===== src/rtl/mem_access_unit_if.sv =====
// Data-memory request/acknowledge bus between the MEM-stage access unit and the memory.
interface mem_access_unit_if;
    logic        dm_req;
    logic        dm_we;
    logic [31:0] dm_addr;
    logic [31:0] dm_wdata;
    logic [3:0]  dm_wstrb;
    logic        dm_ack;
    logic [31:0] dm_rdata;

    modport master (
        output dm_req, dm_we, dm_addr, dm_wdata, dm_wstrb,
        input  dm_ack, dm_rdata
    );

    modport slave (
        input  dm_req, dm_we, dm_addr, dm_wdata, dm_wstrb,
        output dm_ack, dm_rdata
    );
endinterface


===== src/rtl/mem_access_unit.sv =====
// MEM-stage load/store unit: runs one req/ack bus transaction per access, formats stores, extends loads.
// Latency: 3 cycles (IDLE, WAIT, DONE) plus one per extra wait cycle; pipeline stalled until DONE.
module mem_access_unit #(
    parameter int unsigned TIMEOUT = 16
) (
    input  logic                  clk,
    input  logic                  rst,
    input  logic                  mem_MemRead,
    input  logic                  mem_MemWrite,
    input  logic [2:0]            mem_DMType,
    input  logic [31:0]           mem_aluout,
    input  logic [31:0]           mem_RD2,
    input  logic                  mem_RegWrite,
    output logic                  out_RegWrite,
    output logic [31:0]           mem_Datain,
    output logic                  mem_stall,
    output logic                  mem_misalign,
    output logic                  mem_buserr,
    mem_access_unit_if.master     dm
);
    typedef enum logic [1:0] {S_IDLE, S_WAIT, S_DONE} state_t;

    localparam logic [15:0] CNT_LAST = 16'(TIMEOUT - 1);

    state_t      state_q, state_d;
    logic        req_q, req_d;
    logic        we_q, we_d;
    logic [31:0] addr_q, addr_d;
    logic [31:0] wdata_q, wdata_d;
    logic [3:0]  wstrb_q, wstrb_d;
    logic [31:0] data_q, data_d;
    logic [15:0] cnt_q, cnt_d;
    logic        buserr_q, buserr_d;
    logic [2:0]  ty_q, ty_d;
    logic [1:0]  off_q, off_d;
    logic        load_q, load_d;

    logic        is_byte, is_half, is_word, access;
    logic [31:0] wdata_fmt;
    logic [3:0]  wstrb_fmt;

    function automatic logic [31:0] load_ext(input logic [2:0] ty, input logic [1:0] k,
                                             input logic [31:0] rd);
        logic [7:0]  b;
        logic [15:0] h;
        b = rd[{k, 3'b000} +: 8];
        h = k[1] ? rd[31:16] : rd[15:0];
        case (ty)
            3'b001:  load_ext = {{16{h[15]}}, h};
            3'b010:  load_ext = {16'h0000, h};
            3'b011:  load_ext = {{24{b[7]}}, b};
            3'b100:  load_ext = {24'h000000, b};
            default: load_ext = rd;
        endcase
    endfunction

    assign is_byte = (mem_DMType == 3'b011) || (mem_DMType == 3'b100);
    assign is_half = (mem_DMType == 3'b001) || (mem_DMType == 3'b010);
    assign is_word = !is_byte && !is_half;

    assign mem_misalign = (mem_MemRead || mem_MemWrite) &&
                          ((is_word && (mem_aluout[1:0] != 2'b00)) ||
                           (is_half && mem_aluout[0]));
    assign access = (mem_MemRead || mem_MemWrite) && !mem_misalign;

    // Sub-word stores replicate the datum on every lane; strobes pick the addressed one.
    always_comb begin
        wdata_fmt = mem_RD2;
        wstrb_fmt = 4'b1111;
        if (is_byte) begin
            wdata_fmt = {4{mem_RD2[7:0]}};
            wstrb_fmt = 4'b0001 << mem_aluout[1:0];
        end else if (is_half) begin
            wdata_fmt = {2{mem_RD2[15:0]}};
            wstrb_fmt = 4'b0011 << mem_aluout[1:0];
        end
    end

    always_comb begin
        state_d  = state_q;
        req_d    = req_q;
        we_d     = we_q;
        addr_d   = addr_q;
        wdata_d  = wdata_q;
        wstrb_d  = wstrb_q;
        data_d   = data_q;
        cnt_d    = cnt_q;
        buserr_d = 1'b0;
        ty_d     = ty_q;
        off_d    = off_q;
        load_d   = load_q;
        case (state_q)
            S_IDLE: begin
                if (access) begin
                    state_d = S_WAIT;
                    req_d   = 1'b1;
                    we_d    = mem_MemWrite;
                    addr_d  = {mem_aluout[31:2], 2'b00};
                    wdata_d = wdata_fmt;
                    wstrb_d = mem_MemWrite ? wstrb_fmt : 4'b0000;
                    cnt_d   = '0;
                    ty_d    = mem_DMType;
                    off_d   = mem_aluout[1:0];
                    load_d  = !mem_MemWrite;
                end
            end
            S_WAIT: begin
                // Ack takes priority over timeout when both land on the same edge.
                if (dm.dm_ack) begin
                    data_d  = load_q ? load_ext(ty_q, off_q, dm.dm_rdata) : '0;
                    req_d   = 1'b0;
                    state_d = S_DONE;
                end else if (cnt_q == CNT_LAST) begin
                    data_d   = '0;
                    req_d    = 1'b0;
                    buserr_d = 1'b1;
                    state_d  = S_DONE;
                end else begin
                    cnt_d = cnt_q + 16'd1;
                end
            end
            S_DONE:  state_d = S_IDLE;
            default: state_d = S_IDLE;
        endcase
    end

    always_ff @(posedge clk or negedge rst) begin
        if (!rst) begin
            state_q  <= S_IDLE;
            req_q    <= 1'b0;
            we_q     <= 1'b0;
            addr_q   <= '0;
            wdata_q  <= '0;
            wstrb_q  <= '0;
            data_q   <= '0;
            cnt_q    <= '0;
            buserr_q <= 1'b0;
            ty_q     <= '0;
            off_q    <= '0;
            load_q   <= 1'b0;
        end else begin
            state_q  <= state_d;
            req_q    <= req_d;
            we_q     <= we_d;
            addr_q   <= addr_d;
            wdata_q  <= wdata_d;
            wstrb_q  <= wstrb_d;
            data_q   <= data_d;
            cnt_q    <= cnt_d;
            buserr_q <= buserr_d;
            ty_q     <= ty_d;
            off_q    <= off_d;
            load_q   <= load_d;
        end
    end

    assign mem_stall    = rst && (((state_q == S_IDLE) && access) || (state_q == S_WAIT));
    assign out_RegWrite = rst && mem_RegWrite && !mem_stall && !mem_misalign;
    assign mem_Datain   = (state_q == S_DONE) ? data_q : '0;
    assign mem_buserr   = buserr_q;

    assign dm.dm_req   = req_q;
    assign dm.dm_we    = we_q;
    assign dm.dm_addr  = addr_q;
    assign dm.dm_wdata = wdata_q;
    assign dm.dm_wstrb = wstrb_q;
endmodule

===== src/flat_wrapper.sv =====
// flat-port wrapper written by rule: the top's interface ports become plain ports
module mem_access_unit_flat 
#(
    parameter int unsigned TIMEOUT = 16
)
  (clk, rst, mem_MemRead, mem_MemWrite, mem_DMType, mem_aluout, mem_RD2, mem_RegWrite, out_RegWrite, mem_Datain, mem_stall, mem_misalign, mem_buserr, dm_dm_req, dm_dm_we, dm_dm_addr, dm_dm_wdata, dm_dm_wstrb, dm_dm_ack, dm_dm_rdata);
  mem_access_unit_if dm_i ();
  input  logic clk;
  input  logic rst;
  input  logic mem_MemRead;
  input  logic mem_MemWrite;
  input  logic [2:0] mem_DMType;
  input  logic [31:0] mem_aluout;
  input  logic [31:0] mem_RD2;
  input  logic mem_RegWrite;
  output logic out_RegWrite;
  output logic [31:0] mem_Datain;
  output logic mem_stall;
  output logic mem_misalign;
  output logic mem_buserr;
  output wire logic [$bits(dm_i.dm_req)-1:0] dm_dm_req;
  output wire logic [$bits(dm_i.dm_we)-1:0] dm_dm_we;
  output wire logic [$bits(dm_i.dm_addr)-1:0] dm_dm_addr;
  output wire logic [$bits(dm_i.dm_wdata)-1:0] dm_dm_wdata;
  output wire logic [$bits(dm_i.dm_wstrb)-1:0] dm_dm_wstrb;
  input wire logic [$bits(dm_i.dm_ack)-1:0] dm_dm_ack;
  input wire logic [$bits(dm_i.dm_rdata)-1:0] dm_dm_rdata;
  assign dm_dm_req = dm_i.dm_req;
  assign dm_dm_we = dm_i.dm_we;
  assign dm_dm_addr = dm_i.dm_addr;
  assign dm_dm_wdata = dm_i.dm_wdata;
  assign dm_dm_wstrb = dm_i.dm_wstrb;
  assign dm_i.dm_ack = dm_dm_ack;
  assign dm_i.dm_rdata = dm_dm_rdata;
  mem_access_unit #(.TIMEOUT(TIMEOUT)) u_core (.clk(clk), .rst(rst), .mem_MemRead(mem_MemRead), .mem_MemWrite(mem_MemWrite), .mem_DMType(mem_DMType), .mem_aluout(mem_aluout), .mem_RD2(mem_RD2), .mem_RegWrite(mem_RegWrite), .out_RegWrite(out_RegWrite), .mem_Datain(mem_Datain), .mem_stall(mem_stall), .mem_misalign(mem_misalign), .mem_buserr(mem_buserr), .dm(dm_i));
endmodule

===== config.mk =====
export PLATFORM = sky130hd
export DESIGN_NAME = mem_access_unit_flat
export DESIGN_NICKNAME = d
export VERILOG_FILES = /design/src/rtl/mem_access_unit_if.sv /design/src/rtl/mem_access_unit.sv /design/src/flat_wrapper.sv
export SDC_FILE = /design/constraint.sdc
export NUM_CORES = 1
export LEC_CHECK = 0
export ABC_AREA = 1
export BUFFER_PORTS_ARGS = -buffer_cell sky130_fd_sc_hd__buf_2
export CAP_MARGIN = 20
export CORE_MARGIN = 4
export CORE_UTILIZATION = 52
export CTS_CLUSTER_DIAMETER = 30
export DETAILED_ROUTE_END_ITERATION = 8
export PLACE_DENSITY = 0.82
export RECOVER_POWER = 50
export SYNTH_ARGS = -nofsm -noshare
export SYNTH_HDL_FRONTEND = slang
export SYNTH_SLANG_ARGS = --single-unit

===== constraint.sdc =====
create_clock -name clk -period 1.8 [get_ports clk]
set_input_delay 0.36 -clock clk [delete_from_list [all_inputs] [get_ports clk]]
set_output_delay 0.36 -clock clk [all_outputs]
set_load 0.1 [all_outputs]

==> results of run 1 <==
-- per-stage QoR --
step	instance area [um^2]	hold WS [ns]	std cells	worst slack, ns
CTS	9738	0.06056	1357	-0.2559
detailed placement	8976	0.2199	1316	-0.2261
floorplan	7114	0.06441	946	-0.4387
global placement	8976	0.2170	1316	-0.1938
finish	9788	0.1328	1363	-0.2299
global route	9788	0.1306	1363	-0.2948
-- worst paths after layout --
check / startpoint / cells past startpoint / endpoint / slack (ns)
min in group asynchronous: rst / 2 / u_core.state_q[1] / 0.44
hold reg to reg: u_core.dm.dm_addr[22] / 2 / u_core.dm.dm_addr[22] / 0.48
max in group asynchronous: rst / 2 / u_core.state_q[1] / 0.41
setup reg to reg: u_core.state_q[1] / 5 / u_core.dm.dm_wdata[31] / 0.05
setup / recovery: u_core.state_q[0] / 6 / mem_Datain[4] / -0.23
hold / removal: mem_aluout[12] / 3 / u_core.dm.dm_addr[12] / 0.13
-- Yosys cell counts, drive strengths merged (7+ instances only) --
cell and n:
dfrtp 125, a21boi 9, nand3 81, clkbuf 14, nand2 329, o21ai 97
a21oi 9, nand4 10, buf 33, nor3 7, nor2 102, inv 109
-- power breakdown --
part / total (W) / switching (W) / internal (W)
logic: 0.0126 / 0.0100 / 0.00259
registers: 0.00471 / 0.000705 / 0.00400
clock network: 0.00332 / 0.00128 / 0.00204
total: 0.0206 / 0.0120 / 0.00863
-- kinds of logic (layout without fill, tap and decap cells) --
| group | Yosys count | count (layout) |
|---|---|---|
| AOI/OAI and AO/OA | 122 | 122 |
| other | 1 | 2 |
| buffers and inverters | 157 | 401 |
| adders and majority gates | 5 | 5 |
| and+or+nand+nor | 533 | 534 |
| DFF | 125 | 125 |
| xor gates and xnor gates | 2 | 2 |
-- state kept, by name, indices dropped and copies added, names as in the netlist, 2 cells and up --
register,count
u_core.cnt_q,16
u_core.data_q,32
u_core.dm.dm_addr,30
u_core.dm.dm_wdata,32
u_core.dm.dm_wstrb,4
u_core.off_q,2
u_core.state_q,2
u_core.ty_q,3
-- critical path, delay by kind of cell (launching register included) --
family | cells | cell delay, ns
buf+inv | 4 | 0.61
flops | 1 | 0.41
simple gates | 2 | 0.22
-- final cells by class --
type | count | area share, %
timing repair buffer | 259 | 21.44
sequential | 125 | 31.97
inverter | 110 | 4.397
clock inverter | 13 | 1.432
clock buffer | 19 | 4.423
multi-input combinational | 665 | 34.14
tap | 172 | 2.199
-- what timing repair did --
| action | in CTS | in global routing |
|---|---|---|
| setup endpoints to repair | 34 | 60 |
| endpoints found under the hold margin | 18 | 0 |
| setup buffers | 5 | 8 |
| hold buffers | 1 | 0 |
| gates resized for setup | 15 | 22 |
| cloned | 3 | 1 |
| pin swaps | 13 | 12 |
-- metal layers --
metal / vias to the layer above / GRT usage (%)
li1: 3415 / -
met2: 461 / 45.35
met1: 3369 / 36.07
met4: 0 / 12.25
met3: 68 / 8.664
met5: - / 0
==> results.sh, run 1 <==
export IMPL_final_hold_viol_count=0
export IMPL_cts_root_buf="clkbuf_16"
export IMPL_fin_nets=1288
export IMPL_syn_to_final_growth_pct=43.75
export IMPL_yosysTopAreaCellShare_pct=45.94
export IMPL_failed_checks="negative setup slack"
export IMPL_dr_pass1_iters=7
export IMPL_synthAdderAreaFrac_pct=0.9188
export IMPL_dp_hpwl_mm=14.33
export IMPL_top_layer="met4"
export IMPL_yosysUniqueCellTypes=36
export IMPL_syn_area_mm2=0.006809
export IMPL_rsz0062_at_grt="yes"
export IMPL_final_common_cell="nand2_1"
export IMPL_final_cell_mix="nand2_1 (317), buf_2 (170), dfrtp_1 (124)"
export IMPL_post_route_util_pct=76.94
export IMPL_synth_top_family_by_area="simple AND/OR/NAND/NOR gates"
export IMPL_critPathLaunchType="flop"
export IMPL_synth_seq_cells=125
export IMPL_status="finished with violations"
export IMPL_cp_data_required_time_ns=1.44
export IMPL_multi_input_area_mm2=0.003342
export IMPL_fin_crit_sh_pct=112.8
export IMPL_die_w_um=122.4
export IMPL_gp_congestion=0.9436
export IMPL_ys_seq_area_share_pct=45.94
export IMPL_leakagePower_nw=5.119
export IMPL_slowest_delay_ns=0.41
export IMPL_fillers=906
export IMPL_antenna_found_initial=0
export IMPL_tightest_slew_ns=1.448
export IMPL_cp_slowest_cell="dfrtp_1"
export IMPL_clockBufferDepth=2
export IMPL_start_util_pct=53.52
export IMPL_m1WireLength_mm=8.060
export IMPL_powerDensity_mw_per_mm2=2108
export IMPL_drc=0
export IMPL_final_seq_area_mm2=0.003129
export IMPL_io_buffer_count=208
export IMPL_insertion_delay_ns=0.42
export IMPL_synth_compound_area_share_pct=9.721
export IMPL_dieHeight_um=122.4
export IMPL_synth_xor_area_share_pct=0.2573
export IMPL_grt_pass1_wl_mm=33.61
export IMPL_setup_viol=34
export IMPL_crit_path_frequent_cell="buf_12"
export IMPL_synthSimpleGateAreaFrac_pct=32.87
export IMPL_clock_sinks=125
export IMPL_ant_nets=0
export IMPL_drive_gt1_share_pct=30.98
export IMPL_totalWireLength_mm=21.23
export IMPL_setup_ws_ns=-0.2299
export IMPL_die_area_mm2=0.01499
export IMPL_grt_remaining_overflow=0
export IMPL_ys_warn_count=0
export IMPL_initialDrtViolationCount=766
export IMPL_drv_cap=0
export IMPL_setup_tns_ns=-5.646
export IMPL_path_cells="inv_2, nand2_8, buf_12, buf_16, nor2_4, buf_12"
export IMPL_synthCells=945
export IMPL_synth_area_leaders="dfrtp_1 (46%), nand2_1 (18%), o21ai_0 (6.1%), inv_1 (5.8%), nand3_1 (5.6%)"
export IMPL_arrival_ns=1.67
export IMPL_synth_edff_count=0
export IMPL_wl_met3_mm=2.398
export IMPL_avgSynthCellArea_um2=7.205
export IMPL_ys_flop_type="dfrtp_1"
export IMPL_slew_headroom_pct=3.455
export IMPL_dr_wl_met2_mm=10.09
export IMPL_async_reset_ff_share_pct=100.0
export IMPL_avgRoutedWirePerCell_um=15.58
export IMPL_fmax_mhz=492.6
export IMPL_synth_mux_area_share_pct=0
export IMPL_synth_top_cell_by_area="dfrtp_1"
export IMPL_ios=211
export IMPL_via_per_inst=5.365
export IMPL_numCtsBuffers=17
export IMPL_crit_fanout=8
export IMPL_via_count=7313
export IMPL_core_region_area_mm2=0.01272
export IMPL_finalMaxSlewViolations=0
export IMPL_finalPower_w=0.02063
export IMPL_grt_pass1_vias=6957
export IMPL_fin_crit_ns=2.030
export IMPL_min_path_type="primary input to flop"
export IMPL_grt_util_all_layers_pct=28.47
export IMPL_cts_htree_levels=4
export IMPL_clock_skew_ns=0.008136
export IMPL_end_kind="output pin"
export IMPL_tritoncts="built"
export IMPL_critPathKind="flop to output pin"
export IMPL_std_cell_rows=41
export IMPL_n_antenna_cell=0
export IMPL_peakVddDrop_mv=2.594
export IMPL_clkSlewWorstSetupHoldPaths_ns=0.06
export IMPL_grt_max_degree=108
No activity file was read; power rests on OpenSTA's default activity.
==> run 2, diff against run 1 <==
- MAX_ROUTING_LAYER: default -> met4
- clock period: 1.8 -> 2.1 ns (I/O delays scaled with it)
==> results.sh, run 2 (synthesized netlist as in run 1, its figures left out) <==
export IMPL_via_count=6960
export IMPL_setup_ws_ns=0.07176
export IMPL_avgRoutedWirePerCell_um=14.76
export IMPL_regToRegEndpoint="u_core.cnt_q[3]"
export IMPL_gp_congestion=0.9381
export IMPL_insertion_delay_ns=0.41
export IMPL_post_place_cells=1302
export IMPL_powerDensity_mw_per_mm2=1828
export IMPL_grt_max_degree=80
export IMPL_dp_hpwl_mm=14.40
export IMPL_dpl_worst_slack_ns=0.01488
export IMPL_min_path_type="primary input to async pin"
export IMPL_tightest_slew_ns=1.241
export IMPL_crit_path_end="mem_Datain[4]"
export IMPL_leakagePower_nw=4.936
export IMPL_grt_pass1_vias=6648
export IMPL_antenna_found_initial=0
export IMPL_path_cells="inv_2, nand2_1, buf_6, nor2_1, buf_12"
export IMPL_grt_util_all_layers_pct=27.86
export IMPL_peakVddDrop_mv=1.769
export IMPL_final_common_cell="nand2_1"
export IMPL_via_per_inst=5.194
export IMPL_grt_remaining_overflow=0
export IMPL_final_cell_mix="nand2_1 (322), buf_2 (171), dfrtp_1 (124)"
export IMPL_ant_nets=0
export IMPL_ios=211
export IMPL_end_kind="output pin"
export IMPL_std_cell_rows=41
export IMPL_fillers=1021
export IMPL_finalMaxSlewViolations=0
export IMPL_r2r_slack_ns=0.26
export IMPL_clock_skew_ns=0.009446
export IMPL_fin_nets=1265
export IMPL_critPathKind="flop to output pin"
export IMPL_tritoncts="built"
export IMPL_core_region_area_mm2=0.01272
export IMPL_syn_to_final_growth_pct=35.43
export IMPL_fin_crit_ns=2.028
export IMPL_arrival_ns=1.61
export IMPL_status="finished clean"
export IMPL_cp_slowest_cell="dfrtp_1"
export IMPL_clkSlewWorstSetupHoldPaths_ns=0.06
export IMPL_crit_fanout=32
export IMPL_timing_rr_start="u_core.cnt_q[0]"
export IMPL_slew_headroom_pct=17.29
export IMPL_post_route_util_pct=72.48
export IMPL_fin_crit_sh_pct=96.58
export IMPL_dr_pass1_iters=6
export IMPL_drive_gt1_share_pct=27.31
export IMPL_fmax_mhz=493.0
export IMPL_setup_viol=0
export IMPL_io_buffer_count=208
export IMPL_finalPower_w=0.01686
export IMPL_initialDrtViolationCount=511
export IMPL_stdcell_count=1340
export IMPL_rsz0062_at_grt="yes"
export IMPL_start_util_pct=53.52
export IMPL_rr_worst_depth=10
export IMPL_die_w_um=122.4
export IMPL_grt_pass1_wl_mm=32.03
export IMPL_setup_tns_ns=0
export IMPL_clock_sinks=125
export IMPL_die_area_mm2=0.01499
export IMPL_drv_cap=0
export IMPL_critPathLaunch="u_core.state_q[0]"
export IMPL_cp_data_required_time_ns=1.68
export IMPL_drc=0
export IMPL_slowest_delay_ns=0.40
export IMPL_final_hold_viol_count=0
export IMPL_critPathLaunchType="flop"
export IMPL_numCtsBuffers=17
export IMPL_n_antenna_cell=0
export IMPL_cts_root_buf="clkbuf_16"
export IMPL_dieHeight_um=122.4
export IMPL_cts_htree_levels=4
export IMPL_clockBufferDepth=2
export IMPL_totalWireLength_mm=19.78
==> run 2: cell types whose count changed in the layout (fill, tap and decap cells not counted), moves of 3 or more <==
cell / delta
buf_12: -7
buf_4: -15
clkbuf_1: +3
inv_1: +5
inv_2: -4
nand2_1: +5
nor2_1: +12
nor2_2: +20
nor2_4: -32
o21ai_0: +3
o21ai_1: -3
==> run 2: critical path: cells and delay by family, from the launching register on <==
| family | cells | cell delay [ns] |
|---|---|---|
| flip-flops | 1 | 0.40 |
| buffers and inverters | 3 | 0.50 |
| AND/OR/NAND/NOR | 2 | 0.28 |
==> run 2: stage by stage <==
| step | hold WS (ns) | area [um^2] |
|---|---|---|
| floorplan | 0.1244 | 6868 |
| global placement | 0.2374 | 8566 |
| detailed placement | 0.2395 | 8566 |
| CTS | 0.1824 | 9134 |
| global route | 0.1478 | 9221 |
| finish | 0.1624 | 9221 |
==> run 2: timing repair <==
| item | CTS | global route |
|---|---|---|
| gates cloned | 0 | 0 |
| pin swaps | 0 | 3 |
| hold endpoints to repair | 8 | 0 |
| hold buffers | 1 | 0 |
| buffers inserted | 0 | 5 |
| gates resized for setup | 2 | 27 |
| endpoints found under the setup margin | 18 | 35 |
==> run 2: metal layers <==
metal	share of wire [%]	track usage, %	vias to the layer above	routed length (um)
li1	-	-	3366	-
met1	42	36.53	3204	8250
met2	47	42.43	348	9221
met3	9.3	6.175	42	1835
met4	2.4	10.92	0	468
met5	0	-	-	0
==> run 2: worst min-delay path by stage <==
stage	start	end	slack, ns	cells past startpoint
floorplan	rst	u_core.cnt_q[0]	0.12	0
global placement	rst	u_core.dm.dm_wstrb[1]	0.24	1
detailed placement	rst	u_core.dm.dm_wstrb[1]	0.24	1
CTS	mem_aluout[13]	u_core.dm.dm_addr[13]	0.18	3
global route	rst	u_core.dm.dm_addr[17]	0.15	2
finish	rst	u_core.dm.dm_addr[17]	0.16	2
==> run 2: power by group <==
part	internal, W	leakage [nW]	switching [W]	total (W)
Sequential	0.00343	1.59	0.000609	0.00404
Clock	0.00168	0.262	0.00105	0.00274
Combinational	0.00189	3.08	0.00819	0.0101
Total	0.00700	4.94	0.00985	0.0169
==> run 2: cell type report <==
class	instances	area, um^2	share of cell area [%]
clock inverter	10	88.84	0.9634
clock buffer	22	464.2	5.034
inverter	110	427.9	4.640
multi-input combinational	664	3082	33.42
timing repair buffer	237	1814	19.67
tap	172	215.2	2.334
sequential	125	3129	33.93
==> run 3, diff against run 2 <==
- SETUP_SLACK_MARGIN: default -> 0.15
==> results.sh, run 3 (synthesized netlist as in run 1, its figures left out) <==
export IMPL_min_path_type="primary input to flop"
export IMPL_arrival_ns=1.64
export IMPL_critPathKind="flop to output pin"
export IMPL_die_w_um=122.4
export IMPL_clkSlewWorstSetupHoldPaths_ns=0.06
export IMPL_peakVddDrop_mv=1.754
export IMPL_power_switching_w=0.01022
export IMPL_totalWireLength_mm=20.68
export IMPL_via_count=7152
export IMPL_dr_pass1_iters=5
export IMPL_grt_pass1_vias=6725
export IMPL_die_area_mm2=0.01499
export IMPL_std_cell_rows=41
export IMPL_grt_util_all_layers_pct=27.83
export IMPL_use_met1_pct=35.24
export IMPL_gp_congestion=0.9568
export IMPL_min_delay_start="mem_aluout[19]"
export IMPL_io_buffer_count=208
export IMPL_use_met3_pct=6.820
export IMPL_setup_tns_ns=0
export IMPL_crit_fanout=5
export IMPL_final_cell_mix="nand2_1 (321), buf_2 (171), dfrtp_1 (124)"
export IMPL_start_util_pct=53.52
export IMPL_drc=0
export IMPL_grt_max_degree=107
export IMPL_combPwrFrac_pct=59.9
export IMPL_intPower_w=0.007563
export IMPL_final_common_cell="nand2_1"
export IMPL_n_antenna_cell=0
export IMPL_slowest_delay_ns=0.45
export IMPL_syn_to_final_growth_pct=42.89
export IMPL_drive_gt1_share_pct=29.90
export IMPL_powerDensity_mw_per_mm2=1828
export IMPL_end_kind="output pin"
export IMPL_insertion_delay_ns=0.42
export IMPL_tightest_slew_ns=1.437
export IMPL_status="finished clean"
export IMPL_grtUsageMet2_pct=43.94
export IMPL_power_switching_share_pct=57.47
export IMPL_core_region_area_mm2=0.01272
export IMPL_timing_rr_start="u_core.state_q[1]"
export IMPL_cts_htree_levels=4
export IMPL_path_cells="buf_4, nor2_4, inv_4, a21boi_4, buf_12"
export IMPL_dieHeight_um=122.4
export IMPL_fmax_mhz=485.7
export IMPL_numCtsBuffers=17
export IMPL_avgRoutedWirePerCell_um=15.25
export IMPL_critPathLaunchType="flop"
export IMPL_initialDrtViolationCount=774
export IMPL_tritoncts="built"
export IMPL_clock_sinks=125
export IMPL_final_hold_viol_count=0
export IMPL_fin_crit_ns=2.059
export IMPL_critPathLaunch="u_core.state_q[1]"
export IMPL_fin_nets=1281
export IMPL_rsz0062_at_grt="yes"
export IMPL_leakagePower_nw=5.108
export IMPL_pwr_share_clk_pct=17.3
export IMPL_cp_slowest_cell="dfrtp_2"
export IMPL_clockBufferDepth=2
export IMPL_hold_ws_ns=0.1871
export IMPL_grt_remaining_overflow=0
export IMPL_ios=211
export IMPL_busiest_layer="met2"
export IMPL_cts_root_buf="clkbuf_16"
export IMPL_seqPwrFrac_pct=22.8
export IMPL_finalMaxSlewViolations=0
export IMPL_slew_headroom_pct=4.171
export IMPL_dp_hpwl_mm=14.25
export IMPL_cp_data_required_time_ns=1.68
export IMPL_clock_skew_ns=0.009223
export IMPL_drv_cap=0
export IMPL_ant_nets=0
export IMPL_grt_pass1_wl_mm=31.88
export IMPL_via_per_inst=5.274
export IMPL_fin_crit_sh_pct=98.05
export IMPL_antenna_found_initial=0
export IMPL_setup_viol=0
==> run 3: per-layer routing <==
| metal | routed length (um) | vias up |
|---|---|---|
| met5 | 0 | - |
| met4 | 503 | 0 |
| met3 | 1920 | 46 |
| met2 | 10120 | 390 |
| met1 | 8137 | 3313 |
| li1 | - | 3403 |
==> run 3: path summary, 6_finish.rpt <==
kind / endpoint / slack (ns) / cells after the start
max in group asynchronous: u_core.state_q[1] / 0.41 / 2
setup reg to reg: u_core.data_q[28] / 0.17 / 8
min in group asynchronous: u_core.dm.dm_addr[21] / 0.43 / 2
hold reg to reg: u_core.dm.dm_addr[22] / 0.48 / 2
hold / removal: u_core.dm.dm_addr[19] / 0.19 / 3
setup / recovery: mem_stall / 0.04 / 5
==> run 3: cell type report <==
class	instances	area, um^2
clock inverters	12	158.9
flip-flops and latches	125	3129
multi-input cells	664	3314
fillers	947	2993
clock buffers	20	466.7
inverters	110	430.4
repair buffers	253	2014
well taps	172	215.2
==> run 3: timing repair <==
item                       in CTS  in global routing
resized for setup              12                  8
hold endpoints to repair        0                  0
setup endpoints to repair      31                 42
hold buffers                    0                  0
setup buffers                   0                 20
gates cloned                    0                  2
pin swaps                       4                 11
==> run 3: critical path, delay by kind of cell, from the launching register on <==
kind                   cells  cell delay [ns]
and+or+nand+nor            1             0.17
DFF                        1             0.45
AOI/OAI and AO/OA          1             0.18
buffers and inverters      3             0.42
==> run 3: power by group through the flow <==
stage / clock network, W / registers (W) / logic [W]
2_1_floorplan: 0 / 0.00864 / 0.00357
3_3_place_gp: 0 / 0.00402 / 0.0101
3_5_place_dp: 0 / 0.00403 / 0.0102
4_1_cts: 0.00311 / 0.00404 / 0.0103
5_1_grt: 0.00323 / 0.00417 / 0.0112
6_report: 0.00308 / 0.00406 / 0.0106
==> run 3: metrics by stage <==
| stage | utilization (%) | setup slack (ns) | power [W] | cells | area [um^2] |
|---|---|---|---|---|---|
| 2_1_floorplan | - | -0.2587 | 0.01222 | 946 | 7107 |
| 6_report | 76.48 | 0.04098 | 0.01778 | 1356 | 9729 |
| 3_3_place_gp | 69.40 | -0.01276 | 0.01408 | 1302 | 8830 |
| 3_5_place_dp | 69.40 | -0.02455 | 0.01426 | 1302 | 8830 |
| 5_1_grt | 76.48 | -0.0005428 | 0.01861 | 1356 | 9729 |
| 4_1_cts | 74.60 | -0.02998 | 0.01744 | 1334 | 9490 |
